--- src/rtl/stopwatch_core.sv ---
// stopwatch_core: hh:mm:ss.cc stopwatch with start/stop, lap and clear keys.
//
// Ports
//   i_clk          single clock, all logic on its rising edge
//   i_rst          synchronous active-high reset
//   i_start_stop   debounced key level (async); rising edge = start/stop request
//   i_lap          debounced key level (async); rising edge = lap request
//   i_clear        debounced key level (async); rising edge = clear request
//   o_hour         hours 0..99 (binary)
//   o_minute       minutes 0..59 (binary)
//   o_second       seconds 0..59 (binary)
//   o_cs           centiseconds 0..99 (binary)
//   o_record       two-cycle lap strobe; the LCD record stage captures on its falling edge
//   o_running      high while in RUN
//
// Parameters
//   TICK_DIV       i_clk cycles per centisecond
//   HOLD_CYC       cycles the displayed snapshot stays frozen after a lap (>= 4)
//
// state   | meaning
// --------+-----------------------------------------------------------
// ST_IDLE | stopped, counters and prescaler at zero
// ST_RUN  | prescaler and time counters advancing
// ST_PAUSE| stopped, counters and prescaler phase held for resume
module stopwatch_core #(
    parameter int TICK_DIV = 500000,
    parameter int HOLD_CYC = 8
) (
    input  logic       i_clk,
    input  logic       i_rst,
    input  logic       i_start_stop,
    input  logic       i_lap,
    input  logic       i_clear,
    output logic [7:0] o_hour,
    output logic [7:0] o_minute,
    output logic [7:0] o_second,
    output logic [7:0] o_cs,
    output logic       o_record,
    output logic       o_running
);

    localparam int PW = (TICK_DIV > 1) ? $clog2(TICK_DIV) : 1;
    localparam int HW = $clog2(HOLD_CYC + 1);
    localparam logic [PW-1:0] PRESC_LAST = PW'(TICK_DIV - 1);
    localparam logic [HW-1:0] HOLD_LOAD  = HW'(HOLD_CYC);

    typedef enum logic [1:0] {
        ST_IDLE  = 2'd0,
        ST_RUN   = 2'd1,
        ST_PAUSE = 2'd2
    } state_t;

    state_t         r_state;
    state_t         w_state_next;

    // [0] first sync flop, [1] second sync flop, [2] history flop
    logic [2:0]     r_ss_pipe;
    logic [2:0]     r_lap_pipe;
    logic [2:0]     r_clr_pipe;
    logic           w_ss_evt;
    logic           w_lap_evt;
    logic           w_clr_evt;

    logic [PW-1:0]  r_presc;
    logic [7:0]     r_hour;
    logic [7:0]     r_min;
    logic [7:0]     r_sec;
    logic [7:0]     r_cs;
    logic           w_tick;
    logic           w_do_clear;
    logic           w_lap_ok;

    logic [HW-1:0]  r_hold;
    logic [1:0]     r_rec;

    // Reset to all ones so a key already held high at reset release is
    // seen as a steady level, not a rising edge.
    always_ff @(posedge i_clk) begin
        if (i_rst) begin
            r_ss_pipe  <= 3'b111;
            r_lap_pipe <= 3'b111;
            r_clr_pipe <= 3'b111;
        end else begin
            r_ss_pipe  <= {r_ss_pipe[1:0], i_start_stop};
            r_lap_pipe <= {r_lap_pipe[1:0], i_lap};
            r_clr_pipe <= {r_clr_pipe[1:0], i_clear};
        end
    end

    assign w_ss_evt  = r_ss_pipe[1]  & ~r_ss_pipe[2];
    assign w_lap_evt = r_lap_pipe[1] & ~r_lap_pipe[2];
    assign w_clr_evt = r_clr_pipe[1] & ~r_clr_pipe[2];

    always_ff @(posedge i_clk) begin
        if (i_rst) begin
            r_state <= ST_IDLE;
        end else begin
            r_state <= w_state_next;
        end
    end

    // Start/stop wins over clear; a lap is judged independently so it can
    // act in the same cycle as a start/stop transition.
    always_comb begin
        w_state_next = r_state;
        w_do_clear   = 1'b0;
        w_lap_ok     = 1'b0;
        case (r_state)
            ST_IDLE: begin
                if (w_ss_evt) begin
                    w_state_next = ST_RUN;
                end
            end
            ST_RUN: begin
                w_lap_ok = w_lap_evt && (r_hold == '0);
                if (w_ss_evt) begin
                    w_state_next = ST_PAUSE;
                end
            end
            ST_PAUSE: begin
                w_lap_ok = w_lap_evt && (r_hold == '0);
                if (w_ss_evt) begin
                    w_state_next = ST_RUN;
                end else if (w_clr_evt) begin
                    w_state_next = ST_IDLE;
                    w_do_clear   = 1'b1;
                end
            end
            default: begin
                w_state_next = ST_IDLE;
            end
        endcase
    end

    assign w_tick = (r_state == ST_RUN) && (r_presc == PRESC_LAST);

    // Prescaler is only advanced in RUN, so PAUSE keeps the sub-centisecond
    // phase; only clear or reset zero it.
    always_ff @(posedge i_clk) begin
        if (i_rst || w_do_clear) begin
            r_presc <= '0;
            r_hour  <= 8'd0;
            r_min   <= 8'd0;
            r_sec   <= 8'd0;
            r_cs    <= 8'd0;
        end else begin
            if (r_state == ST_RUN) begin
                r_presc <= w_tick ? '0 : r_presc + 1'b1;
            end
            if (w_tick) begin
                if (r_cs == 8'd99) begin
                    r_cs <= 8'd0;
                    if (r_sec == 8'd59) begin
                        r_sec <= 8'd0;
                        if (r_min == 8'd59) begin
                            r_min  <= 8'd0;
                            r_hour <= (r_hour == 8'd99) ? 8'd0 : r_hour + 8'd1;
                        end else begin
                            r_min <= r_min + 8'd1;
                        end
                    end else begin
                        r_sec <= r_sec + 8'd1;
                    end
                end else begin
                    r_cs <= r_cs + 8'd1;
                end
            end
        end
    end

    // The output registers normally copy the live count (one cycle late),
    // which makes the copy taken at a lap edge the snapshot itself. r_hold
    // then counts the freeze window down; while it is above 1 the outputs
    // keep that snapshot, and while it is non-zero further laps are ignored.
    always_ff @(posedge i_clk) begin
        if (i_rst) begin
            r_hold   <= '0;
            r_rec    <= 2'b00;
            o_hour   <= 8'd0;
            o_minute <= 8'd0;
            o_second <= 8'd0;
            o_cs     <= 8'd0;
        end else begin
            if (w_lap_ok) begin
                r_hold <= HOLD_LOAD;
                r_rec  <= 2'b11;
            end else begin
                if (r_hold != '0) begin
                    r_hold <= r_hold - 1'b1;
                end
                r_rec <= {1'b0, r_rec[1]};
            end
            if (r_hold <= HW'(1)) begin
                o_hour   <= r_hour;
                o_minute <= r_min;
                o_second <= r_sec;
                o_cs     <= r_cs;
            end
        end
    end

    assign o_record  = r_rec[0];
    assign o_running = (r_state == ST_RUN);

endmodule

--- config.mk ---
export PLATFORM = sky130hd
export DESIGN_NAME = stopwatch_core
export DESIGN_NICKNAME = d
export VERILOG_FILES = /design/src/rtl/stopwatch_core.sv
export SDC_FILE = /design/constraint.sdc
export NUM_CORES = 1
export LEC_CHECK = 0
export CAP_MARGIN = 20
export CORE_ASPECT_RATIO = 0.7
export CORE_UTILIZATION = 25
export DETAILED_ROUTE_END_ITERATION = 16
export GPL_TIMING_DRIVEN = 0
export PLACE_DENSITY_LB_ADDON = 0.08
export SLEW_MARGIN = 0
export SYNTH_ARGS = -nofsm -noshare
export SYNTH_HDL_FRONTEND = slang
export SYNTH_SLANG_ARGS = --single-unit
--- constraint.sdc ---
create_clock -name i_clk -period 2.7 [get_ports i_clk]
set_input_delay 0.27 -clock i_clk [delete_from_list [all_inputs] [get_ports i_clk]]
set_output_delay 0.27 -clock i_clk [all_outputs]
set_load 0.03 [all_outputs]
# ---- Yosys cells after proc, flatten, opt, wreduce, memory -nomap -nowiden
# Index checks and enable logic that the tools add are counted.
dict set report op_classes {
  order_cmp 1
  addsub 6
  n_mux 17
  n_eq_ne 10
  n_bitwise 6
  reduce_logical 13
}
# op count
set op_table {}
lappend op_table {{8-bit by 1-bit adder with 8-bit output, second input constant} 4}
lappend op_table {{8-bit two-way mux} 4}
lappend op_table {{19-bit by 1-bit adder with 19-bit output, second input constant} 1}
lappend op_table {{19-bit == test, second input constant} 1}
lappend op_table {{19-bit two-way mux} 1}
lappend op_table {{8-bit by 6-bit == test with 1-bit output, second input constant} 2}
lappend op_table {{8-bit by 7-bit == test with 1-bit output, second input constant} 2}
lappend op_table {{2-bit two-way mux} 5}
lappend op_table {{4-bit two-way mux} 2}
lappend op_table {{2-bit case mux with 3 select lines} 1}
lappend op_table {{3-bit AND reduction} 2}
lappend op_table {{4-bit by 1-bit <= comparator with 1-bit output, second input constant} 1}
lappend op_table {{4-bit logical NOT} 1}
lappend op_table {{1-bit two-way mux} 4}
lappend op_table {{4-bit AND reduction} 1}
lappend op_table {{4-bit nonzero test} 1}
lappend op_table {{2-bit OR reduction} 2}
lappend op_table {{4-bit by 1-bit subtractor with 4-bit output, second input constant} 1}
lappend op_table {{1-bit bitwise AND} 3}
lappend op_table {{3-bit != test, second input constant} 1}
lappend op_table {{1-bit inverter} 3}
lappend op_table {{2-bit by 1-bit == test with 1-bit output, second input constant} 1}
lappend op_table {{2-bit == test, second input constant} 1}
lappend op_table {{1-bit logical AND} 2}
lappend op_table {{6 further kinds} 6}
dict set report word_totals {
  out_inout_bits 34
  in_bits 5
  regBits 100
  wordCells 69
}

# ---- Logic depth before layout (Yosys ltp)
# Gate-level depths: netlist of run 1.
dict set report logic_depth {
  word_depth 6
  ltp_mapped 10
  ltp_nobuf 7
}

# ---- Worst setup path after synthesis of run 1
# No wires, ideal clock.
dict set report synth_timing {
  path_kind {register to register}
  startpoint {reg r_state[1]}
  endpoint {reg r_min[3]}
  n_path_buf 2
  setup_time_ns 0.071
  t_arrival_ns 2.235
  required_time_ns 2.629
  setup_slack_ns 0.394
  stages_incl_launch_ff 10
  cell_sequence {dfxtp_1 -> inv_1 -> ha_1 -> and4_1 -> buf_6 -> and3_1 -> buf_6 -> nand4_4 -> or4_1 -> a21oi_1}
}
dict set report synth_between {
  elab_chain_cells 3
}
# element line
set synth_rtl {}
lappend synth_rtl {{from (decl)} 53} ;# state_t r_state;
lappend synth_rtl {{from (signal assigned)} 98} ;# r_state <= w_state_next;
lappend synth_rtl {{2-bit by 1-bit == test with 1-bit output} -}
lappend synth_rtl {{net o_running} 39} ;# output logic o_running
lappend synth_rtl {{1-bit logical AND} 135} ;# assign w_tick = (r_state == ST_RUN) && (r_presc == PRESC_LAST);
lappend synth_rtl {{3-bit AND reduction (no source line)} -}
lappend synth_rtl {{to (signal assigned)} 159} ;# r_min <= r_min + 8'd1;
lappend synth_rtl {{to (decl)} 66} ;# logic [7:0] r_min;
# The timed path passes the listed nets, and every way through them passes these cells.
# A chain may end at the register's enable or synchronous reset.

# ---- Final worst setup path of run 1
dict set report layout_timing {
  startpoint {reg r_state[1]}
  endpoint {reg r_hour[4]}
}
dict set report layout_between {
  elab_chain_cells 3
}
# element line
set layout_rtl {}
lappend layout_rtl {{2-bit by 1-bit == test with 1-bit output / 2-bit == test (equally long branches)} {135, 108}}
lappend layout_rtl {{1-bit logical AND / 1-bit two-way mux (equally long branches)} {135, 108}}
lappend layout_rtl {{4-bit AND reduction (no source line) / 1-bit logical OR (equally long branches)} -}
lappend layout_rtl {{to (signal assigned)} 157} ;# r_hour <= (r_hour == 8'd99) ? 8'd0 : r_hour + 8'd1;
lappend layout_rtl {{to (decl)} 65} ;# logic [7:0] r_hour;
# Parallel ways exist; a longest one is shown, timed or not.

==> results.tsv, run 1 <==
metric	value	unit
Synth top cells by count	dfxtp_1, nand2_1, a21oi_1	
worst setup path class	reg2reg	
WHS	0.420	ns
syn nets	517	
antenna-violating nets left	0	
share of flip-flops with an asynchronous set or reset	0	%
via count	3583	
Num CTS Buffers	9	
sw frac	30.4	%
io pins	39	
Slew @ Worst Pin	0.811	ns
Worst setup SP type	flop	
Syn Std Cell Area	4340	sq um
post_cts resized	0	
clock share of power	40.5	%
worst vdd ir	0.331	mV
crit-path max FO	10	
Power per Cell Area	658	nW/um^2
share of layout cells above drive strength 1	9.21	%
drt via density	4.60	
fin crit share	91.5	%
Synth Area in Adders	3.17	%
worst path cell trace	inv_1 -> ha_1 -> and4_1 -> buf_6 -> nand4_4 -> nor4_4 -> a211oi_1 -> a41o_1	
Ant. Diodes	0	
final worst slack	0.229	ns
Syn-to-layout area delta	22.4	%
most frequent cell after synthesis	dfxtp_1	
number of global-route vias before repair	3337	
EDFF count, synth	0	
H-tree depth	3	
slowest stage cell on the critical path	nor4_4	
post-synthesis mux area share	0.922	%
fillers	1756	
width of the chip	160	um
core area	16600	sq um
Worst Clk Skew	0.00531	ns
RePlAce Congestion	0.726	
Synth Area in Simple Gates	29.4	%
peak per-stage delay on the critical path	0.63	ns
# port buffers	37	
#FFs+latches synth	100	
CP Data Arrival Time	2.72	ns
DRC	0	
nets	565	
global route overflow	0	
xor/xnor cell area share of the yosys netlist	5.04	%
setup TNS	0	ns
unrepaired setup endpoints after global routing	no	
Syn Area/Cell	8.67	sq um
clk_lat worst skew	0.35	ns
final count of negative-setup-slack endpoints	0	
leakage	1.82	nW
endpoint class of the critical path	flop	
Mapped Cells	501	
hold buffer count at CTS	0	
post-CTS setup buffers	0	
first-pass GRT wire length	17.7	mm
net load switching power	1.06	mW
1st-iter DRT viols	176	
die height	112	um
clock tree buffer depth	2	
clk slew on worst S/H paths	0.07	ns
1st-pass router iterations	4	
fin. max-slew vios	0	
post-synthesis cell type count	59	
initial antenna violation count	0	
dominant register cell in the synthesized netlist	dfxtp_1	
Routed WL	10.8	mm
Total GRT Usage	12.7	%
relative slew slack	45.7	%
P_int	2.44	mW
area leader, netlist	dfxtp_1	
largest net degree at the start of global routing	18	
Hold Vio Cnt, Final	0	
WL/cell	13.9	um
CTS tree	yes	
number of max-cap violations	0	
post-synthesis compound-gate area fraction	11.7	%
Comb pwr share	15.9	%
sequential share of the synthesized area	46.1	%
largest family of logic cells by synthesized area	simple AND/OR/NAND/NOR gates	
Syn. warnings	0	
minimum clock period	2.47	ns
synth top area cells	dfxtp_1, nand2_1, a21oi_1	
# rows	39	
fmax	0.405	GHz
Yosys top cell area share	46.1	%
clk sink count	100	
full die area	17900	sq um
HP Class	reg2reg	
required time worst endpoint	2.95	ns
pre-CTS WS	0.271	ns
clk root buf	clkbuf_16	
status	finished, final reports clean	
post-detail-place hpwl	7.97	mm
Reg power frac	43.7	%
Initial Util	26.1	%
layout by cell type, fill, tap and decap left out, types with 5 or more instances in the layout:
master           netlist  final
xnor2_1               12     12
ha_1                  11     11
dfxtp_1              100    100
nand2_1               92     92
or2_2                  9      9
nand3_1               18     18
clkbuf_1              11     11
nand4_1                6      6
or4_1                  5      5
and3_1                 6      6
clkbuf_16              0      9
xor2_1                13     13
a21oi_1               53     53
o31ai_1                5      5
nor3_1                10     10
or3_1                  9      9
nor2_1                49     49
clkdlybuf4s50_1        0     37
inv_1                 17     17
o21ai_0                7      7
power groups by stage:
| stage | Combinational, mW | Sequential, mW | Clock [mW] |
|---|---|---|---|
| floorplan | 0.362 | 1.56 | 0 |
| global placement | 0.573 | 1.56 | 0 |
| detailed placement | 0.572 | 1.56 | 0 |
| CTS | 0.575 | 1.53 | 1.47 |
| global route | 0.636 | 1.53 | 1.53 |
| finish | 0.554 | 1.53 | 1.42 |
registers in the layout, indices dropped and copies added (netlist names):
signal and cells:
r_hour 8, r_sec 8, r_ss_pipe 3, r_hold 4, r_rec 2, r_lap_pipe 3, o_minute 8, r_state 2
r_min 8, o_cs 8, o_hour 8, r_cs 8, r_clr_pipe 3, r_presc 19, o_second 8
through the flow:
step	instance area (sq um)	cells	util (%)	total power, mW
after CTS	5320	779	31.9	3.57
after global routing	5320	779	31.9	3.70
final	5320	779	31.9	3.50
after detailed placement	4990	763	30.0	2.13
after global placement	4990	763	30.0	2.13
after floorplan	4340	501	-	1.92
layout make-up:
type | count | area (sq um) | share of cell area (%)
Clock inverter | 7 | 97.6 | 1.84
Buffer | 19 | 95.1 | 1.79
Clock buffer | 9 | 225 | 4.24
Timing Repair Buffer | 37 | 370 | 6.97
Sequential cell | 100 | 2000 | 37.7
Inverter | 17 | 63.8 | 1.20
Tap cell | 225 | 282 | 5.30
Multi-Input combinational cell | 365 | 2180 | 41.0
metal layers:
layer	global-route usage, %	vias up	share of wire, %
li1	-	1825	-
met1	18.1	1692	54
met2	18.3	57	41
met3	3.62	9	3.8
met4	4.29	0	1.2
met5	0	-	0
logic make-up after synthesis:
family,after synthesis
AOI/OAI and AO/OA,86
xor gates and xnor gates,25
adders and majority gates,11
buffers and inverters,36
DFF,100
muxes,4
and+or+nand+nor,239
critical path: cells and delay by family, from the launching register on:
kind	cells	cell delay [ns]
AND/OR/NAND/NOR	3	1.05
AO/OA/AOI/OAI	2	0.39
flip-flops	1	0.35
adder cells (fa/ha/maj)	1	0.32
buffers and inverters	2	0.23
path summary, 6_finish.rpt:
path	start	to	slack (ns)	depth (start not counted)
setup reg to reg	r_state[1]$_SDFFE_PP0P_	r_hour[4]$_SDFFE_PP0P_	0.23	8
setup / recovery	r_state[1]$_SDFFE_PP0P_	r_hour[4]$_SDFFE_PP0P_	0.23	8
hold reg to reg	r_ss_pipe[0]$_SDFF_PP1_	r_ss_pipe[1]$_SDFF_PP1_	0.42	1
hold / removal	r_ss_pipe[0]$_SDFF_PP1_	r_ss_pipe[1]$_SDFF_PP1_	0.42	1
Power figures use the tool's default switching activity.
==> inputs of run 2 (changes only) <==
CAP_MARGIN = unset   (was 20)
CORE_UTILIZATION = 35   (was 25)
==> results.tsv, run 2 (same netlist as run 1, synthesis figures left out) <==
metric	value	unit	change
status	finished, final reports clean		unchanged
via count	3511		was 3583
antenna-violating nets left	0		unchanged
Num CTS Buffers	9		unchanged
nets	565		unchanged
post_cts resized	0		unchanged
endpoint class of the critical path	flop		unchanged
Initial Util	36.5	%	was 26.1%
initial antenna violation count	0		unchanged
largest net degree at the start of global routing	17		was 18
Worst setup SP type	flop		unchanged
CP top delay family	simple AND/OR/NAND/NOR gates		unchanged
clk_lat worst skew	0.34	ns	was 0.35 ns
Power per Cell Area	655	nW/um^2	was 658 nW/um^2
Slew @ Worst Pin	0.615	ns	was 0.811 ns
worst setup path class	reg2reg		unchanged
required time worst endpoint	2.93	ns	was 2.95 ns
fmax	0.405	GHz	about the same
fin crit share	91.5	%	about the same
leakage	1.82	nW	about the same
final worst slack	0.229	ns	about the same
first-pass GRT wire length	17.1	mm	was 17.7 mm
clock tree buffer depth	2		unchanged
Ant. Diodes	0		unchanged
Syn-to-layout area delta	20.4	%	was 22.4%
commonest non-fill, non-tap cell in the layout	dfxtp_1		unchanged
CTS tree	yes		unchanged
full die area	12900	sq um	was 17900 sq um
slowest stage cell on the critical path	nor4_4		unchanged
H-tree depth	3		unchanged
WL/cell	14.3	um	was 13.9 um
# port buffers	37		unchanged
core area	11900	sq um	was 16600 sq um
# rows	33		was 39
relative slew slack	58.5	%	was 45.7%
minimum clock period	2.47	ns	about the same
peak per-stage delay on the critical path	0.63	ns	about the same
worst path cell trace	inv_1 -> ha_1 -> and4_1 -> buf_6 -> nand4_4 -> nor4_4 -> a211oi_1 -> a41o_1		unchanged
final core utilization	43.9	%	was 31.9%
io pins	39		unchanged
DRC	0		unchanged
Hold Vio Cnt, Final	0		unchanged
1st-iter DRT viols	153		was 176
pre-CTS WS	0.218	ns	was 0.271 ns
CP Data Arrival Time	2.70	ns	was 2.72 ns
1st-pass router iterations	4		unchanged
fin. max-slew vios	0		unchanged
number of global-route vias before repair	3263		was 3337
crit-path max FO	10		unchanged
final count of negative-setup-slack endpoints	0		unchanged
share of layout cells above drive strength 1	9.03	%	was 9.21%
clk sink count	100		unchanged
width of the chip	135	um	was 160 um
global route overflow	0		unchanged
setup TNS	0	ns	unchanged
worst vdd ir	0.374	mV	was 0.331 mV
post-detail-place hpwl	7.41	mm	was 7.97 mm
unrepaired setup endpoints after global routing	no		unchanged
post-CTS setup buffers	0		unchanged
HP Class	reg2reg		unchanged
clk slew on worst S/H paths	0.07	ns	about the same
RePlAce Congestion	0.745		was 0.726
number of max-cap violations	0		unchanged
Total GRT Usage	17.2	%	was 12.7%
clk root buf	clkbuf_16		unchanged
drt via density	4.94		was 4.60
most frequent cells in the layout	dfxtp_1, nand2_1, a21oi_1		unchanged
Reg with most FFs	r_presc		unchanged
Routed WL	10.1	mm	was 10.8 mm
Worst Clk Skew	0.00558	ns	was 0.00531 ns
hold buffer count at CTS	0		unchanged
die height	95.2	um	was 112 um
number of flip-flops in the largest register	19		unchanged
CP Buf/Inv Count	2		unchanged
## run 2: power by group
part	total [mW]	internal [mW]	switching [mW]
sequential	1.53	1.50	0.0225
combinational	0.513	0.115	0.398
clock	1.38	0.813	0.571
total	3.42	2.43	0.991
## run 2: final timing paths
kind                                                  to                      from  cells after the start  slack [ns]
worst min-delay path            r_clr_pipe[1]$_SDFF_PP1_  r_clr_pipe[0]$_SDFF_PP1_                      1        0.41
worst max-delay path              r_hour[2]$_SDFFE_PP0P_   r_state[1]$_SDFFE_PP0P_                      8        0.23
worst max register to register    r_hour[2]$_SDFFE_PP0P_   r_state[1]$_SDFFE_PP0P_                      8        0.23
worst min register to register  r_clr_pipe[1]$_SDFF_PP1_  r_clr_pipe[0]$_SDFF_PP1_                      1        0.41
## run 2: metal layers
| layer | global-route usage (%) | wire length [um] | part of all wire (%) | up-vias |
|---|---|---|---|---|
| met5 | 0 | 0 | 0 | - |
| met1 | 25.5 | 5720 | 56 | 1615 |
| met3 | 3.88 | 399 | 3.9 | 11 |
| li1 | - | - | - | 1825 |
| met2 | 24.5 | 3940 | 39 | 60 |
| met4 | 4.68 | 87 | 0.86 | 0 |
## run 2: area by class of cell
| type | count | area [sq um] |
|---|---|---|
| Sequential cell | 100 | 2000 |
| Clock inverter | 6 | 88.8 |
| Inverter | 17 | 63.8 |
| Buffer | 19 | 95.1 |
| Clock buffer | 10 | 229 |
| Fill cell | 1193 | 6670 |
| Multi-Input combinational cell | 365 | 2180 |
| Timing Repair Buffer | 37 | 370 |
| Tap cell | 157 | 196 |
## run 2: stage by stage
stage,std cells,power [mW],hold WS [ns],instance area (sq um)
finish,711,3.42,0.409,5230
detailed placement,695,2.08,0.396,4910
CTS,711,3.47,0.412,5230
global placement,695,2.08,0.394,4910
floorplan,501,1.92,0.374,4340
global route,711,3.59,0.428,5230
